<file path="src/rtl/beta_pkg.sv">
// Shared constants and the buffered entry type for the instruction prefetch buffer.
package beta_pkg;
  localparam int PF_DEPTH_DEFAULT = 4;
  localparam int INSTR_BYTES      = 4;
  localparam int PF_XLEN          = 32;

  typedef struct packed {
    logic [PF_XLEN-1:0] instr;
    logic [PF_XLEN-1:0] pc;
  } pf_entry_t;
endpackage

</file>
<file path="src/rtl/beta_prefetch_buffer_if.sv">
// Memory-side and fetch-side handshake bundle of the prefetch buffer.
interface beta_prefetch_buffer_if #(parameter int DataWidth = 32);
  logic                 pf_fetch_en_i;
  logic                 pf_instr_req_o;
  logic [DataWidth-1:0] pf_instr_addr_o;
  logic                 pf_instr_ready_i;
  logic                 pf_instr_valid_i;
  logic [DataWidth-1:0] pf_instr_rdata_i;
  logic                 pf_flush_i;
  logic [DataWidth-1:0] pf_flush_pc_i;
  logic                 pf_valid_o;
  logic [DataWidth-1:0] pf_instr_o;
  logic [DataWidth-1:0] pf_pc_o;
  logic                 pf_pop_i;
  logic                 pf_busy_o;

  modport master (
    input  pf_fetch_en_i, pf_instr_ready_i, pf_instr_valid_i, pf_instr_rdata_i,
           pf_flush_i, pf_flush_pc_i, pf_pop_i,
    output pf_instr_req_o, pf_instr_addr_o, pf_valid_o, pf_instr_o, pf_pc_o, pf_busy_o
  );

  modport slave (
    output pf_fetch_en_i, pf_instr_ready_i, pf_instr_valid_i, pf_instr_rdata_i,
           pf_flush_i, pf_flush_pc_i, pf_pop_i,
    input  pf_instr_req_o, pf_instr_addr_o, pf_valid_o, pf_instr_o, pf_pc_o, pf_busy_o
  );
endinterface

</file>
<file path="src/rtl/beta_pf_fifo.sv">
// Power-of-two entry FIFO holding {instr, pc}; flush empties it in one cycle.
module beta_pf_fifo
  import beta_pkg::*;
#(
  parameter int Depth = PF_DEPTH_DEFAULT
) (
  input  logic                     clk_i,
  input  logic                     rst_i,
  input  logic                     push,
  input  logic                     pop,
  input  logic                     flush,
  input  pf_entry_t                wdata,
  output pf_entry_t                rdata,
  output logic                     full,
  output logic                     empty,
  output logic [$clog2(Depth):0]   count
);
  localparam int AW = $clog2(Depth);
  localparam int CW = AW + 1;

  pf_entry_t      mem [Depth];
  logic [AW-1:0]  wptr, rptr;
  logic           do_pop;

  assign empty  = (count == '0);
  assign full   = (count == CW'(Depth));
  assign do_pop = pop & ~empty;
  assign rdata  = mem[rptr];

  // Pointers are AW bits wide, so they wrap modulo Depth on their own.
  always_ff @(posedge clk_i) begin
    if (rst_i || flush) begin
      wptr  <= '0;
      rptr  <= '0;
      count <= '0;
    end else begin
      if (push)   wptr <= wptr + AW'(1);
      if (do_pop) rptr <= rptr + AW'(1);
      count <= count + CW'(push) - CW'(do_pop);
    end
  end

  always_ff @(posedge clk_i) begin
    if (push) mem[wptr] <= wdata;
  end
endmodule

</file>
<file path="src/rtl/beta_prefetch_buffer.sv">
// Instruction prefetch buffer: credit-limited request issue, flush discard, in-order FIFO.
// Define BETA_PF_BYPASS_EN to forward a response straight to the outputs when the FIFO is empty.
module beta_prefetch_buffer
  import beta_pkg::*;
#(
  parameter int                   DataWidth = 32,
  parameter int                   Depth     = PF_DEPTH_DEFAULT,
  parameter logic [DataWidth-1:0] BootAddr  = '0
) (
  input  logic                    clk_i,
  input  logic                    rst_i,
  beta_prefetch_buffer_if.master  bus
);
  localparam int CW = $clog2(Depth) + 1;

  function automatic logic [DataWidth-1:0] word_align(input logic [DataWidth-1:0] a);
    return a & ~DataWidth'(3);
  endfunction

  logic [DataWidth-1:0] req_addr, resp_addr;
  logic [CW-1:0]        outstanding, discard, fifo_count;
  logic [CW:0]          credit;
  logic                 fifo_full, fifo_empty;
  logic                 grant, resp, keep, bypass, push, pop;
  pf_entry_t            head, entry;

  // Every slot, filled or in flight, counts against the FIFO depth.
  assign credit              = {1'b0, fifo_count} + {1'b0, outstanding};
  assign bus.pf_instr_req_o  = bus.pf_fetch_en_i & ~bus.pf_flush_i & (credit < (CW+1)'(Depth));
  assign bus.pf_instr_addr_o = req_addr;
  assign bus.pf_busy_o       = (outstanding != '0);

  assign grant = bus.pf_instr_req_o & bus.pf_instr_ready_i;
  assign resp  = bus.pf_instr_valid_i;
  assign keep  = resp & ~bus.pf_flush_i & (discard == '0);
  assign pop   = bus.pf_pop_i & ~bus.pf_flush_i;

`ifdef BETA_PF_BYPASS_EN
  assign bypass = keep & fifo_empty;
  assign push   = keep & ~(bypass & bus.pf_pop_i) & (~fifo_full | pop);
`else
  assign bypass = 1'b0;
  assign push   = keep & (~fifo_full | pop);
`endif

  assign entry.instr = bus.pf_instr_rdata_i;
  assign entry.pc    = resp_addr;

  beta_pf_fifo #(.Depth(Depth)) u_fifo (
    .clk_i (clk_i),
    .rst_i (rst_i),
    .push  (push),
    .pop   (pop),
    .flush (bus.pf_flush_i),
    .wdata (entry),
    .rdata (head),
    .full  (fifo_full),
    .empty (fifo_empty),
    .count (fifo_count)
  );

  assign bus.pf_valid_o = ~fifo_empty | bypass;

  // With nothing buffered, pc shows the address the next response will carry.
  always_comb begin
    bus.pf_instr_o = '0;
    bus.pf_pc_o    = resp_addr;
    if (!fifo_empty) begin
      bus.pf_instr_o = head.instr;
      bus.pf_pc_o    = head.pc;
    end else if (bypass) begin
      bus.pf_instr_o = bus.pf_instr_rdata_i;
    end
  end

  always_ff @(posedge clk_i) begin
    if (rst_i) begin
      outstanding <= '0;
      discard     <= '0;
      req_addr    <= word_align(BootAddr);
      resp_addr   <= word_align(BootAddr);
    end else begin
      outstanding <= outstanding + CW'(grant) - CW'(resp);
      if (bus.pf_flush_i) begin
        discard   <= outstanding - CW'(resp);
        req_addr  <= word_align(bus.pf_flush_pc_i);
        resp_addr <= word_align(bus.pf_flush_pc_i);
      end else begin
        if (resp && discard != '0) discard <= discard - CW'(1);
        if (grant) req_addr  <= req_addr + DataWidth'(INSTR_BYTES);
        if (keep)  resp_addr <= resp_addr + DataWidth'(INSTR_BYTES);
      end
    end
  end
endmodule

</file>
<file path="src/flat_wrapper.sv">
// flat-port wrapper written by rule: the top's interface ports become plain ports
module beta_prefetch_buffer_flat import beta_pkg::*;
#(
  parameter int                   DataWidth = 32,
  parameter int                   Depth     = PF_DEPTH_DEFAULT,
  parameter logic [DataWidth-1:0] BootAddr  = '0
)
  (clk_i, rst_i, bus_pf_fetch_en_i, bus_pf_instr_ready_i, bus_pf_instr_valid_i, bus_pf_instr_rdata_i, bus_pf_flush_i, bus_pf_flush_pc_i, bus_pf_pop_i, bus_pf_instr_req_o, bus_pf_instr_addr_o, bus_pf_valid_o, bus_pf_instr_o, bus_pf_pc_o, bus_pf_busy_o);
  beta_prefetch_buffer_if #(.DataWidth(DataWidth)) bus_i ();
  input  logic clk_i;
  input  logic rst_i;
  input wire logic [$bits(bus_i.pf_fetch_en_i)-1:0] bus_pf_fetch_en_i;
  input wire logic [$bits(bus_i.pf_instr_ready_i)-1:0] bus_pf_instr_ready_i;
  input wire logic [$bits(bus_i.pf_instr_valid_i)-1:0] bus_pf_instr_valid_i;
  input wire logic [$bits(bus_i.pf_instr_rdata_i)-1:0] bus_pf_instr_rdata_i;
  input wire logic [$bits(bus_i.pf_flush_i)-1:0] bus_pf_flush_i;
  input wire logic [$bits(bus_i.pf_flush_pc_i)-1:0] bus_pf_flush_pc_i;
  input wire logic [$bits(bus_i.pf_pop_i)-1:0] bus_pf_pop_i;
  output wire logic [$bits(bus_i.pf_instr_req_o)-1:0] bus_pf_instr_req_o;
  output wire logic [$bits(bus_i.pf_instr_addr_o)-1:0] bus_pf_instr_addr_o;
  output wire logic [$bits(bus_i.pf_valid_o)-1:0] bus_pf_valid_o;
  output wire logic [$bits(bus_i.pf_instr_o)-1:0] bus_pf_instr_o;
  output wire logic [$bits(bus_i.pf_pc_o)-1:0] bus_pf_pc_o;
  output wire logic [$bits(bus_i.pf_busy_o)-1:0] bus_pf_busy_o;
  assign bus_i.pf_fetch_en_i = bus_pf_fetch_en_i;
  assign bus_i.pf_instr_ready_i = bus_pf_instr_ready_i;
  assign bus_i.pf_instr_valid_i = bus_pf_instr_valid_i;
  assign bus_i.pf_instr_rdata_i = bus_pf_instr_rdata_i;
  assign bus_i.pf_flush_i = bus_pf_flush_i;
  assign bus_i.pf_flush_pc_i = bus_pf_flush_pc_i;
  assign bus_i.pf_pop_i = bus_pf_pop_i;
  assign bus_pf_instr_req_o = bus_i.pf_instr_req_o;
  assign bus_pf_instr_addr_o = bus_i.pf_instr_addr_o;
  assign bus_pf_valid_o = bus_i.pf_valid_o;
  assign bus_pf_instr_o = bus_i.pf_instr_o;
  assign bus_pf_pc_o = bus_i.pf_pc_o;
  assign bus_pf_busy_o = bus_i.pf_busy_o;
  beta_prefetch_buffer #(.DataWidth(DataWidth), .Depth(Depth), .BootAddr(BootAddr)) u_core (.clk_i(clk_i), .rst_i(rst_i), .bus(bus_i));
endmodule
</file>
<file path="config.mk">
export PLATFORM = sky130hd
export DESIGN_NAME = beta_prefetch_buffer_flat
export DESIGN_NICKNAME = d
export VERILOG_FILES = /design/src/rtl/beta_pkg.sv /design/src/rtl/beta_prefetch_buffer_if.sv /design/src/rtl/beta_pf_fifo.sv /design/src/rtl/beta_prefetch_buffer.sv /design/src/flat_wrapper.sv
export SDC_FILE = /design/constraint.sdc
export NUM_CORES = 1
export LEC_CHECK = 0
export CORE_ASPECT_RATIO = 0.75
export CORE_MARGIN = 2
export CORE_UTILIZATION = 30
export DETAILED_ROUTE_END_ITERATION = 6
export GPL_TIMING_DRIVEN = 0
export SYNTH_ARGS = -nofsm -noshare
export SYNTH_HDL_FRONTEND = slang
export SYNTH_SLANG_ARGS = --single-unit
</file>
<file path="constraint.sdc">
create_clock -name clk_i -period 3.5 [get_ports clk_i]
set_input_delay 0.35 -clock clk_i [delete_from_list [all_inputs] [get_ports clk_i]]
set_output_delay 0.35 -clock clk_i [all_outputs]
set_load 0.005 [all_outputs]
</file>
Word-level counts from Yosys, hierarchy flattened. Memories as Yosys holds them, arrays and structs flattened. A register that Yosys moved wholly into a read port is not among the register bits. Index checks and enable logic that the tools add are counted.

Bitwise operators: 12. Reductions and logical operators: 10. Multiplexer cells: 12. $add $sub $neg: 11. Equality and inequality tests: 1. Magnitude comparators: 1.

Operators by type and width (count): 32-bit 2-to-1 mux (6); 32-bit by 3-bit adder with 32-bit output (second input constant) (2); 3-bit by 1-bit subtractor with 3-bit output (3); 1-bit AND (8); 3-bit by 1-bit adder with 3-bit output (2); 3-bit zero test (2); 3-bit 2-to-1 mux (2); 2-bit nonzero test (3); 3-bit nonzero test (2); 2-bit by 1-bit adder with 2-bit output (second input constant) (2); 3-bit by 3-bit adder with 4-bit output (1); 4-bit by 3-bit less-than comparator with 1-bit output (second input constant) (1); 2-bit 2-to-1 mux (2); 3-bit == test (second input constant) (1); 1-bit inverter (3); 3-bit by 1-bit subtractor with 3-bit output (second input constant) (1); 1-bit 2-to-1 mux (2); 2-bit OR reduction (1); 1-bit logical AND (1); 1-bit logical OR (1); 1-bit OR (1).

Logic and storage cells: 57. Bits in writable memories: 256. Memories: 1. Register bits: 77.

Memories: u_core.u_fifo.mem (words 4, width 64, rd ports 1, clocked after Yosys merged registers in 1, write ports 1, RTL line beta_pf_fifo.sv:21) `pf_entry_t mem [Depth];`.

Longest topological paths before layout. Gate-level depths: netlist (run 1).

Word-level depth: 6. Depth in mapped cells: 12.

Modules after synthesis. From an unflattened synthesis (run 1), not the netlist that was laid out.

Cells, all modules: 917. Area, all modules: 14142.3 um^2.

By module, submodules not included: beta_pf_fifo (times used 1, area an instance 9794.4 um^2, sequential area each 7867.5 um^2, cells an instance 380); beta_prefetch_buffer (times used 1, area an instance 4347.9 um^2, sequential area each 1321.3 um^2, cells an instance 537).

Least setup slack after synthesis (run 1). Ideal clock, no wire load.

Kind: reg2reg. From: reg u_core.discard[0]. To: mem u_core.u_fifo.mem[1][10] (netlist bit), enable pin. Stages on the path, launching flop included: 6. Clock period less this slack: 3170 ps. Required time: 3074 ps. Arrival time: 2744 ps. Path slack: 330 ps. Cell sequence: dfxtp_1 > inv_1 > ha_1 > nand3b_1 > nor3_1 > and2_1.

Word-level cells in the longest chain between the ends: 5.

RTL lines: from (decl) (RTL line beta_prefetch_buffer.sv:21) `logic [CW-1:0] outstanding, discard, fifo_count;`; from (signal assigned) (RTL line beta_prefetch_buffer.sv:85) `discard <= outstanding - CW'(resp);`; from (signal assigned) (RTL line beta_prefetch_buffer.sv:89) `if (resp && discard != '0) discard <= discard - CW'(1);`; 3-bit zero test (RTL line beta_prefetch_buffer.sv:35) `assign keep = resp & ~bus.pf_flush_i & (discard == '0);`; 1-bit AND (RTL line beta_prefetch_buffer.sv:35); 1-bit AND (RTL line beta_prefetch_buffer.sv:43) `assign push = keep & (~fifo_full | pop);`; 1-bit 2-to-1 mux (RTL line beta_pf_fifo.sv:44) `if (push) mem[wptr] <= wdata;`; 1-bit 2-to-1 mux (implied by the code) (RTL line beta_pf_fifo.sv:44); to (decl) (RTL line beta_pf_fifo.sv:21).

No other way between the ends.

Worst setup path in the final report (run 1).
From: reg u_core.u_fifo.count[0]. To: out bus_pf_pc_o[13].

Word-level cells in the longest chain between the ends: 2.

RTL lines: from (decl) (RTL line beta_pf_fifo.sv:16) `output logic [$clog2(Depth):0] count`; from (signal assigned) (RTL line beta_pf_fifo.sv:39) `count <= count + CW'(push) - CW'(do_pop);`; 3-bit zero test (RTL line beta_pf_fifo.sv:25) `assign empty = (count == '0);`; 32-bit 2-to-1 mux (RTL line beta_prefetch_buffer.sv:68) `if (!fifo_empty) begin`; to (decl) (RTL line flat_wrapper.sv:23) `output wire logic [$bits(bus_i.pf_pc_o)-1:0] bus_pf_pc_o;`.

No other way between the ends.

==> results of run 1 <==
## path summary, 6_finish.rpt
path | from | to | slack, ns
max | u_core.u_fifo.count[0]$_SDFF_PP0_ | bus_pf_pc_o[13] | 0.21
max reg2reg | u_core.discard[0]$_SDFFE_PP0P_ | u_core.u_fifo.count[2]$_SDFF_PP0_ | 0.30
min | bus_pf_flush_pc_i[15] | u_core.bus.pf_instr_addr_o[15]$_SDFFE_PP0P_ | 0.43
min reg2reg | u_core.bus.pf_instr_addr_o[31]$_SDFFE_PP0P_ | u_core.bus.pf_instr_addr_o[31]$_SDFFE_PP0P_ | 0.51
## layer usage
layer,global-route usage [%],part of all wire (%)
met4,4.19,2.3
met1,21.1,47
met3,2.57,5.3
met5,0,0
met2,22.6,45
## logic make-up after synthesis
kind of cell | count (synthesis) | share of synthesized area [%]
and+or+nand+nor | 235 | 9.67
other | 1 | 0.0273
DFF | 323 | 65.2
AOI/OAI and AO/OA | 109 | 5.25
xor gates and xnor gates | 43 | 2.75
buffers and inverters | 81 | 2.44
muxes | 95 | 12.9
adders and majority gates | 18 | 1.75
## final cells by class
class,count,area (um2),share of cell area (%)
flip-flops and latches,323,8950,51.7
multi-input cells,504,4460,25.8
repair buffers,167,1740,10.1
clock buffers,48,977,5.65
well taps,586,733,4.24
plain buffers,48,214,1.24
inverters,31,116,0.673
clock inverters,12,104,0.600
## stage by stage
stage	cell area (um2)	utilization [%]	setup TNS, ns
final	17300	38.5	0
after detailed placement	16200	36.1	-0.0484
after global routing	17300	38.5	0
after floorplan	13700	-	0
after global placement	16100	35.8	-426.31
after CTS	17300	38.5	0
## cells in the mapped netlist, types with 4 or more instances
master,instances
o21a_1,4
nor3_1,12
a211oi_1,15
mux2_2,32
nand2_1,53
o211ai_1,6
a21boi_0,13
buf_1,4
nor2b_1,35
nor2_1,39
ha_1,16
buf_4,5
nand4_1,23
dfxtp_1,75
buf_2,8
a21oi_1,25
edfxtp_1,248
xnor2_1,18
nand3_1,25
and2_1,6
inv_1,29
a31oi_1,18
o21ai_0,13
xor2_1,25
mux4_2,62
or3_1,5
and3_1,10
clkbuf_1,32
## flip-flops by register name, summed over array words and instances (netlist names), named ones only
register                    count
u_core.u_fifo.mem             248
u_core.bus.pf_instr_addr_o     30
u_core.resp_addr               30
u_core.discard                  3
u_core.outstanding              3
u_core.u_fifo.count             3
u_core.u_fifo.rptr              2
u_core.u_fifo.wptr              2
## where the power goes
part,switching [mW],leakage (nW),internal (mW)
Clock,1.45,0.522,2.09
Combinational,0.382,2.24,0.433
Sequential,0.125,2.88,4.26
## tightest hold or removal path, delay by kind of cell
kind | cells | cell delay, ns
simple gates | 1 | 0.08
compound gates | 1 | 0.05
buf+inv | 1 | 0.42
==> flow_summary.json, run 1 <==
{
  "first_pass_iters": 5,
  "syn2layout_area_growth_pct": 26.1,
  "worstSetupPathType": "flop to output port",
  "async_reset_ff_share_pct": 0,
  "seq_area_frac_synth_pct": 65.2,
  "skew_ns": 0.0218,
  "crit_cells": 5,
  "post-cts-setup-buffer-count": 0,
  "clkLatencyLatePin_ns": 0.52,
  "synth.avg_cell_area_um2": 15.2,
  "post-place-ws_ns": -0.0484,
  "die_w_um": 251,
  "layout_setup_ws_ns": 0.212,
  "drive_gt1_share_pct": 15.9,
  "final_cells": 1719,
  "ys_warn_count": 0,
  "drtAntennaViolNets": 0,
  "finalSetupViolCount": 0,
  "grt_pass1_wl_um": 52800,
  "holdWs_ns": 0.428,
  "core_um2": 44900,
  "cts_sinks": 323,
  "timing.critical_path.buf_inv": 3,
  "start_kind": "flop",
  "wl_per_cell_um": 20.2,
  "cts_tree": "yes",
  "synth_edf_count": 248,
  "num_rows": 67,
  "drt_iter0_markers": 694,
  "floorplan.initialDensity_pct": 30.5,
  "synth-main-ff-cell": "edfxtp_1",
  "layout_commonest_cell": "edfxtp_1",
  "maxCapViolCount": 0,
  "route.vias.total": 8539,
  "synth_area_leader_cell": "edfxtp_1",
  "drc": 0,
  "fin_total_pwr_mw": 8.74,
  "slew_headroom_pct": 45.3,
  "synth_top_area_share_pct": 54.3,
  "rsz0062_at_grt": "no",
  "hold_path.class": "primary input to flop",
  "clockRootBuffer": "clkbuf_16",
  "holdPathStages": 3,
  "drt_wl_total_um": 34800,
  "synth_seq_cells": 323,
  "die_area_um2": 47500,
  "maxSlewViolCount": 0,
  "dp.cells": 1661,
  "nNetsFinal": 1199,
  "synth_area_leaders": "edfxtp_1 54%, dfxtp_1 11%, mux4_2 10%",
  "grt_max_degree": 53,
  "cp_slowest_cell": "clkbuf_1",
  "clockBufferDepth": 3,
  "crit_path_max_incr_delay_ns": 0.61,
  "n_fill_cell": 4188,
  "worst_pin_slew_ns": 0.815,
  "synth.distinct_cells": 57,
  "diodes": 0,
  "fin_crit_ns": 3.29,
  "cts-hold-fix-buffers": 0,
  "status": "completed",
  "io_buffers": 162,
  "ctsHtreeMaxLevel": 2,
  "critPathRequiredTime_ns": 3.15,
  "gp_congestion": 0.869,
  "dpl.hpwl_um": 23800,
  "cts-buffers-inserted": 35,
  "syn_area_um2": 13700,
  "cp_top_family": "buffers and inverters",
  "layout_common_cells": "248 x edfxtp_1, 162 x clkdlybuf4s50_1, 74 x dfxtp_1",
  "grt_remaining_overflow": 0,
  "hold_violations": 0,
  "min_period_over_period_pct": 93.9,
  "worstSetupEndpointType": "output port",
  "p_leak_nw": 5.64,
  "grt_pass1_vias": 8637,
  "grtUsageTotal_pct": 14.6,
  "die-height_um": 189,
  "path_clk_slew_ns": 0.07,
  "path_max_fanout": 10,
  "io_pins": 170,
  "ctsResizeCount": 2,
  "worstPathCellList": "nor3_4 > buf_16 > clkbuf_1 > mux2_2 > clkdlybuf4s50_1",
  "ff2ff_path_depth": 12,
  "power_density_nw_per_um2": 505,
  "antenna_found_initial": 0,
  "crit_arrival_ns": 2.94,
  "max-vdd-ir-drop_mv": 0.221,
  "postSynthCellCount": 905,
  "viasPerCell": 4.97,
  "fmax_mhz": 304
}
Note: power is estimated with default switching activity, not from simulation.
==> inputs of run 2 (changes only) <==
--- a/config.mk
+++ b/config.mk
@@ -5,6 +5,7 @@
 export SDC_FILE = /design/constraint.sdc
 export NUM_CORES = 1
 export LEC_CHECK = 0
+export ABC_AREA = 1
 export CORE_ASPECT_RATIO = 0.75
 export CORE_MARGIN = 2
 export CORE_UTILIZATION = 30
@@ -12,4 +13,5 @@
 export GPL_TIMING_DRIVEN = 0
 export SYNTH_ARGS = -nofsm -noshare
 export SYNTH_HDL_FRONTEND = slang
+export SYNTH_HIERARCHICAL = 1
 export SYNTH_SLANG_ARGS = --single-unit
==> run 2 against run 1 <==
Net effect: critical path type unchanged; sequential share of layout area fell by 2.9 points; routed wire length up 29%; clock skew decreased by 0.0030 ns; die area up 9.7%.
==> flow_summary.json, run 2 <==
{
  "status": "completed",
  "die-height_um": 198,
  "gp_congestion": 0.877,
  "crit_path_max_incr_delay_ns": 0.60,
  "drt_wl_total_um": 44900,
  "holdWs_ns": 0.449,
  "synth_top_family_by_area": "simple AND/OR/NAND/NOR gates",
  "io_pins": 170,
  "final_area_um2": 18800,
  "post-cts-setup-buffer-count": 0,
  "min_to": "u_core/bus.pf_instr_addr_o[28]$_SDFFE_PP0P_",
  "ctsHtreeMaxLevel": 2,
  "crit_arrival_ns": 2.89,
  "holdCritStartpoint": "bus_pf_flush_pc_i[28]",
  "ctsResizeCount": 4,
  "num_rows": 71,
  "critPathRequiredTime_ns": 3.15,
  "synthSimpleGateAreaFrac_pct": 16.4,
  "synth_xor_area_share_pct": 1.28,
  "final_cells": 2452,
  "clkLatencyLatePin_ns": 0.53,
  "nNetsFinal": 1861,
  "grt_pass1_wl_um": 67900,
  "pwr-share-seq_pct": 49.9,
  "min_period_over_period_pct": 92.7,
  "pwr-share-comb_pct": 10.1,
  "dpl.hpwl_um": 31000,
  "worstPathCellList": "buf_6 > clkbuf_1 > nor2_1 > o22ai_1 > nand2_1 > o21ai_0 > clkdlybuf4s50_1",
  "p_int_mw": 6.90,
  "hold_violations": 0,
  "cts-buffers-inserted": 34,
  "cp_slowest_cell": "clkdlybuf4s50_1",
  "skew_ns": 0.0188,
  "slew_headroom_pct": 45.5,
  "finalSetupViolCount": 0,
  "die_area_um2": 52100,
  "drt_iter0_markers": 1089,
  "r2r-start": "u_core/discard[0]$_SDFFE_PP0P_",
  "cp_top_family": "buffers and inverters",
  "rrSetupSlack_ns": 0.71,
  "clockRootBuffer": "clkbuf_16",
  "synth_seq_cells": 331,
  "wl_per_cell_um": 18.3,
  "synth-main-ff-cell": "edfxtp_1",
  "cts_sinks": 331,
  "post-place-ws_ns": 0.129,
  "grt_max_degree": 53,
  "cts-hold-fix-buffers": 0,
  "synth_area_leader_cell": "edfxtp_1",
  "grt_pass1_vias": 11700,
  "grtUsageTotal_pct": 17.0,
  "ys_warn_count": 6,
  "yosys-top-cells-count": "256 x edfxtp_1, 242 x nor2_1, 236 x nand2_1, 152 x inv_1, 151 x o21ai_0",
  "netSwitchingFraction_pct": 23.8,
  "syn_area_um2": 15100,
  "start_kind": "flop",
  "tns_ns": 0,
  "postSynthCellCount": 1558,
  "regMostFlops": "u_core/u_fifo/mem",
  "antenna_found_initial": 0,
  "power_switching_mw": 2.16,
  "dp.cells": 2393,
  "worstSetupPathType": "flop to output port",
  "synth.avg_cell_area_um2": 9.67,
  "path_max_fanout": 10,
  "layout_setup_ws_ns": 0.255,
  "syn2layout_area_growth_pct": 24.8,
  "viasPerCell": 4.88,
  "route.vias.total": 12000,
  "fmax_mhz": 308,
  "synth_top_area_share_pct": 51.0,
  "async_reset_ff_share_pct": 0,
  "p_leak_nw": 6.76,
  "maxSlewViolCount": 0,
  "cts_tree": "yes",
  "synth-compound-area-share_pct": 12.8,
  "path_clk_slew_ns": 0.06,
  "power_density_nw_per_um2": 482,
  "yosysMostFrequentCell": "edfxtp_1",
  "layout_commonest_cell": "edfxtp_1",
  "synth.distinct_cells": 41,
  "clockBufferDepth": 3,
  "fin_crit_ns": 3.24,
  "rsz0062_at_grt": "no",
  "largest_reg_flops": 256,
  "core_um2": 49800,
  "io_buffers": 165,
  "layout_common_cells": "256 x edfxtp_1, 242 x nor2_1, 236 x nand2_1",
  "synth_edf_count": 256,
  "drive_gt1_share_pct": 7.47,
  "max-vdd-ir-drop_mv": 0.255,
  "dpl-instance-area_um2": 17700,
  "diodes": 0,
  "floorplan.initialDensity_pct": 30.2,
  "maxCapViolCount": 0,
  "seq_area_frac_synth_pct": 61.0,
  "worst_pin_slew_ns": 0.818,
  "clkPwrFrac_pct": 40.0,
  "crit-reg2reg-capture": "u_core/u_fifo/mem[3][51]$_DFFE_PP_",
  "timing.critical_path.buf_inv": 3,
  "die_w_um": 263,
  "grt_remaining_overflow": 0,
  "drc": 0,
  "first_pass_iters": 5,
  "holdPathStages": 3,
  "synth_area_leaders": "edfxtp_1 51%, dfxtp_1 10%, nor2_1 6.0%",
  "synthAdderAreaFrac_pct": 1.59,
  "hold_path.class": "primary input to flop",
  "ff2ff_path_depth": 7,
  "worstSetupEndpointType": "output port",
  "synth_mux_area_share_pct": 0,
  "drtAntennaViolNets": 0
}
## run 2: kinds of logic (layout without fill, tap and decap cells)
| logic type | Yosys count | in the layout |
|---|---|---|
| compound gates | 360 | 360 |
| flops | 331 | 331 |
| xor+xnor | 22 | 22 |
| other cells | 1 | 10 |
| buf+inv | 237 | 465 |
| simple gates | 589 | 589 |
| fa+ha+maj | 18 | 18 |
## run 2: worst max path at each step
stage | from | to | cells after the start
3_3_place_gp | bus_pf_flush_i | u_core/u_fifo/mem[3][38]$_DFFE_PP_ | 6
6_report | flop | bus_pf_pc_o[23] | 7
3_5_place_dp | bus_pf_flush_i | u_core/u_fifo/mem[3][38]$_DFFE_PP_ | 7
5_1_grt | u_core/u_fifo/count[1]$_SDFF_PP0_ | bus_pf_pc_o[22] | 9
2_1_floorplan | bus_pf_flush_i | u_core/u_fifo/mem[0][0]$_DFFE_PP_ | 5
4_1_cts | u_core/u_fifo/count[1]$_SDFF_PP0_ | bus_pf_pc_o[14] | 9
## run 2: worst reg2reg max path, stage by stage (launching register included)
cell	delay, ns
dfxtp_1	0.31
inv_1	0.09
ha_1	0.18
nand3_1	0.29
a211oi_1	0.67
nand2_1	0.21
inv_4	0.34
buf_16	0.33
## run 2: layer usage
layer / vias up / routed length [um] / share of wire (%) / GRT usage [%]
met5: - / 0 / 0 / 0
met3: 60 / 3890 / 8.7 / 3.82
li1: 5749 / - / - / -
met1: 5696 / 20100 / 45 / 23.6
met2: 464 / 20000 / 45 / 26.9
met4: 0 / 875 / 1.9 / 4.36
## run 2: power groups by stage
stage	registers, mW	logic (mW)	clock network [mW]
final	4.52	0.911	3.63
after global routing	4.54	1.01	3.85
after global placement	4.60	0.888	0
after floorplan	4.56	0.430	0
after detailed placement	4.60	0.909	0
after CTS	4.52	0.916	3.71
## run 2: layout make-up
type / instances / area [um2]
timing repair buffer: 169 / 1760
clock inverter: 12 / 113
clock buffer: 47 / 987
buffer: 76 / 442
tap: 657 / 822
multi-input combinational: 999 / 4870
sequential: 331 / 9190
inverter: 161 / 616
fill: 4885 / 31000
## run 2: metrics by stage
step / util, % / total power, mW
CTS: 37.7 / 9.14
finish: 37.7 / 9.06
detailed placement: 35.5 / 5.51
global placement: 35.3 / 5.49
global route: 37.7 / 9.41
floorplan: - / 4.99
==> inputs of run 3 (changes only) <==
--- a/config.mk
+++ b/config.mk
@@ -6,11 +6,14 @@
 export NUM_CORES = 1
 export LEC_CHECK = 0
 export ABC_AREA = 1
+export CELL_PAD_IN_SITES_DETAIL_PLACEMENT = 2
+export CELL_PAD_IN_SITES_GLOBAL_PLACEMENT = 2
 export CORE_ASPECT_RATIO = 0.75
 export CORE_MARGIN = 2
 export CORE_UTILIZATION = 30
 export DETAILED_ROUTE_END_ITERATION = 6
 export GPL_TIMING_DRIVEN = 0
+export PLACE_DENSITY_LB_ADDON = 0.1
 export SYNTH_ARGS = -nofsm -noshare
 export SYNTH_HDL_FRONTEND = slang
 export SYNTH_HIERARCHICAL = 1
==> run 3 against run 2 <==
Net effect: sequential share of layout area down 0.40 points; worst setup slack worse by 0.13 ns; global-route usage up 3.4 points; combinational power up 5.0%; final cell count up 0.41%; count of clock-buffer cells in the layout up 7; total power up 4.4%; clock power up 9.4%; hold slack worse by 0.0087 ns; sequential power about the same; critical endpoint is now bus_pf_pc_o[16].
==> flow_summary.json, run 3 (synthesis gave the netlist of run 2 again) <==
{
  "status": "completed",
  "max-vdd-ir-drop_mv": 0.268,
  "regMostFlops": "u_core/u_fifo/mem",
  "syn2layout_area_growth_pct": 25.8,
  "die_area_um2": 52100,
  "finalSetupViolCount": 0,
  "pwr-share-comb_pct": 10.1,
  "p_int_mw": 7.11,
  "fin_crit_ns": 3.37,
  "grt_remaining_overflow": 0,
  "p_leak_nw": 6.82,
  "drt_wl_total_um": 53600,
  "layout_common_cells": "256 x edfxtp_1, 242 x nor2_1, 235 x nand2_1",
  "dpl.hpwl_um": 38500,
  "diodes": 0,
  "hold_violations": 0,
  "ctsHtreeMaxLevel": 2,
  "rsz0062_at_grt": "no",
  "holdWs_ns": 0.440,
  "fmax_mhz": 296,
  "wl_per_cell_um": 21.8,
  "maxCapViolCount": 0,
  "worst_pin_slew_ns": 0.955,
  "dpl-instance-area_um2": 17700,
  "path_max_fanout": 10,
  "dp.cells": 2393,
  "route.vias.total": 12200,
  "viasPerCell": 4.95,
  "skew_ns": 0.0133,
  "drtAntennaViolNets": 0,
  "die-height_um": 198,
  "path_clk_slew_ns": 0.06,
  "final_area_um2": 19000,
  "drt_iter0_markers": 643,
  "crit_arrival_ns": 3.02,
  "timing.critical_path.buf_inv": 3,
  "clkLatencyLatePin_ns": 0.55,
  "grtUsageTotal_pct": 20.5,
  "worstSetupEndpointType": "output port",
  "post-place-ws_ns": -0.0771,
  "final_cells": 2462,
  "worstSetupPathType": "flop to output port",
  "grt_pass1_wl_um": 79900,
  "critPathRequiredTime_ns": 3.15,
  "pwr-share-seq_pct": 47.9,
  "floorplan.initialDensity_pct": 30.2,
  "layout_commonest_cell": "edfxtp_1",
  "die_w_um": 263,
  "tns_ns": 0,
  "antenna_found_initial": 1,
  "start_kind": "flop",
  "drive_gt1_share_pct": 8.20,
  "grt_pass1_vias": 13000,
  "clockRootBuffer": "clkbuf_16",
  "layout_setup_ws_ns": 0.126,
  "cp_slowest_cell": "clkdlybuf4s50_1",
  "hold_path.class": "primary input to flop",
  "io_pins": 170,
  "min_period_over_period_pct": 96.4,
  "power_density_nw_per_um2": 499,
  "clkPwrFrac_pct": 42.0,
  "worstPathCellList": "buf_6 > clkbuf_1 > nor2_1 > o22ai_1 > nand2_1 > o21ai_1 > clkdlybuf4s50_1",
  "slew_headroom_pct": 36.1,
  "cp_top_family": "buffers and inverters",
  "netSwitchingFraction_pct": 24.8,
  "core_um2": 49800,
  "largest_reg_flops": 256,
  "first_pass_iters": 5,
  "maxSlewViolCount": 0,
  "clockBufferDepth": 3,
  "cts_sinks": 331,
  "cts_tree": "yes",
  "power_switching_mw": 2.34,
  "crit_path_max_incr_delay_ns": 0.59,
  "io_buffers": 165,
  "gp_congestion": 0.826,
  "drc": 0,
  "num_rows": 71,
  "grt_max_degree": 56,
  "nNetsFinal": 1867,
  "cts-buffers-inserted": 39
}
==> run 3: power by group through the flow <==
stage	logic (mW)	registers, mW	clock network, mW
after global placement	0.919	4.61	0
final	0.957	4.52	3.97
after CTS	0.971	4.53	4.11
after detailed placement	0.956	4.61	0
after global routing	1.06	4.54	4.26
after floorplan	0.430	4.56	0
==> run 3: what timing repair did <==
item,in CTS,in global routing
gates resized for setup,14,4
hold endpoints to repair,0,0
buffers inserted,1,0
endpoints found under the setup margin,49,30
hold buffers,0,0
==> run 3: worst paths after layout <==
check / from / endpoint / slack [ns] / depth (start not counted)
worst max register to register: u_core/discard[0]$_SDFFE_PP0P_ / u_core/u_fifo/mem[2][23]$_DFFE_PP_ / 0.56 / 7
worst min register to register: u_core/u_fifo/rptr[0]$_SDFFE_PP0P_ / u_core/u_fifo/rptr[0]$_SDFFE_PP0P_ / 0.48 / 2
worst max-delay path: flop / bus_pf_pc_o[16] / 0.13 / 7
worst min-delay path: bus_pf_instr_rdata_i[9] / u_core/u_fifo/mem[0][41]$_DFFE_PP_ / 0.44 / 1
==> run 3: final cells by class <==
class / instances / area (um2)
Sequential cell: 331 / 9190
Fill cell: 5333 / 30900
Buffer: 76 / 447
Tap cell: 657 / 822
Inverter: 161 / 619
Clock inverter: 14 / 134
Clock buffer: 54 / 1090
Timing Repair Buffer: 170 / 1770
Multi-Input combinational cell: 999 / 4880
==> run 3: through the flow <==
stage | power [mW] | util, %
finish | 9.45 | 38.0
global route | 9.86 | 38.0
CTS | 9.61 | 38.0
detailed placement | 5.57 | 35.5
global placement | 5.53 | 35.3
floorplan | 4.99 | -
==> run 3: layer usage <==
layer	vias up	wire length (um)	global-route usage [%]
met5	-	0	0
met4	0	820	4.38
met3	61	1620	2.66
met2	174	24600	33.4
met1	6190	26600	29.1
li1	5755	-	-
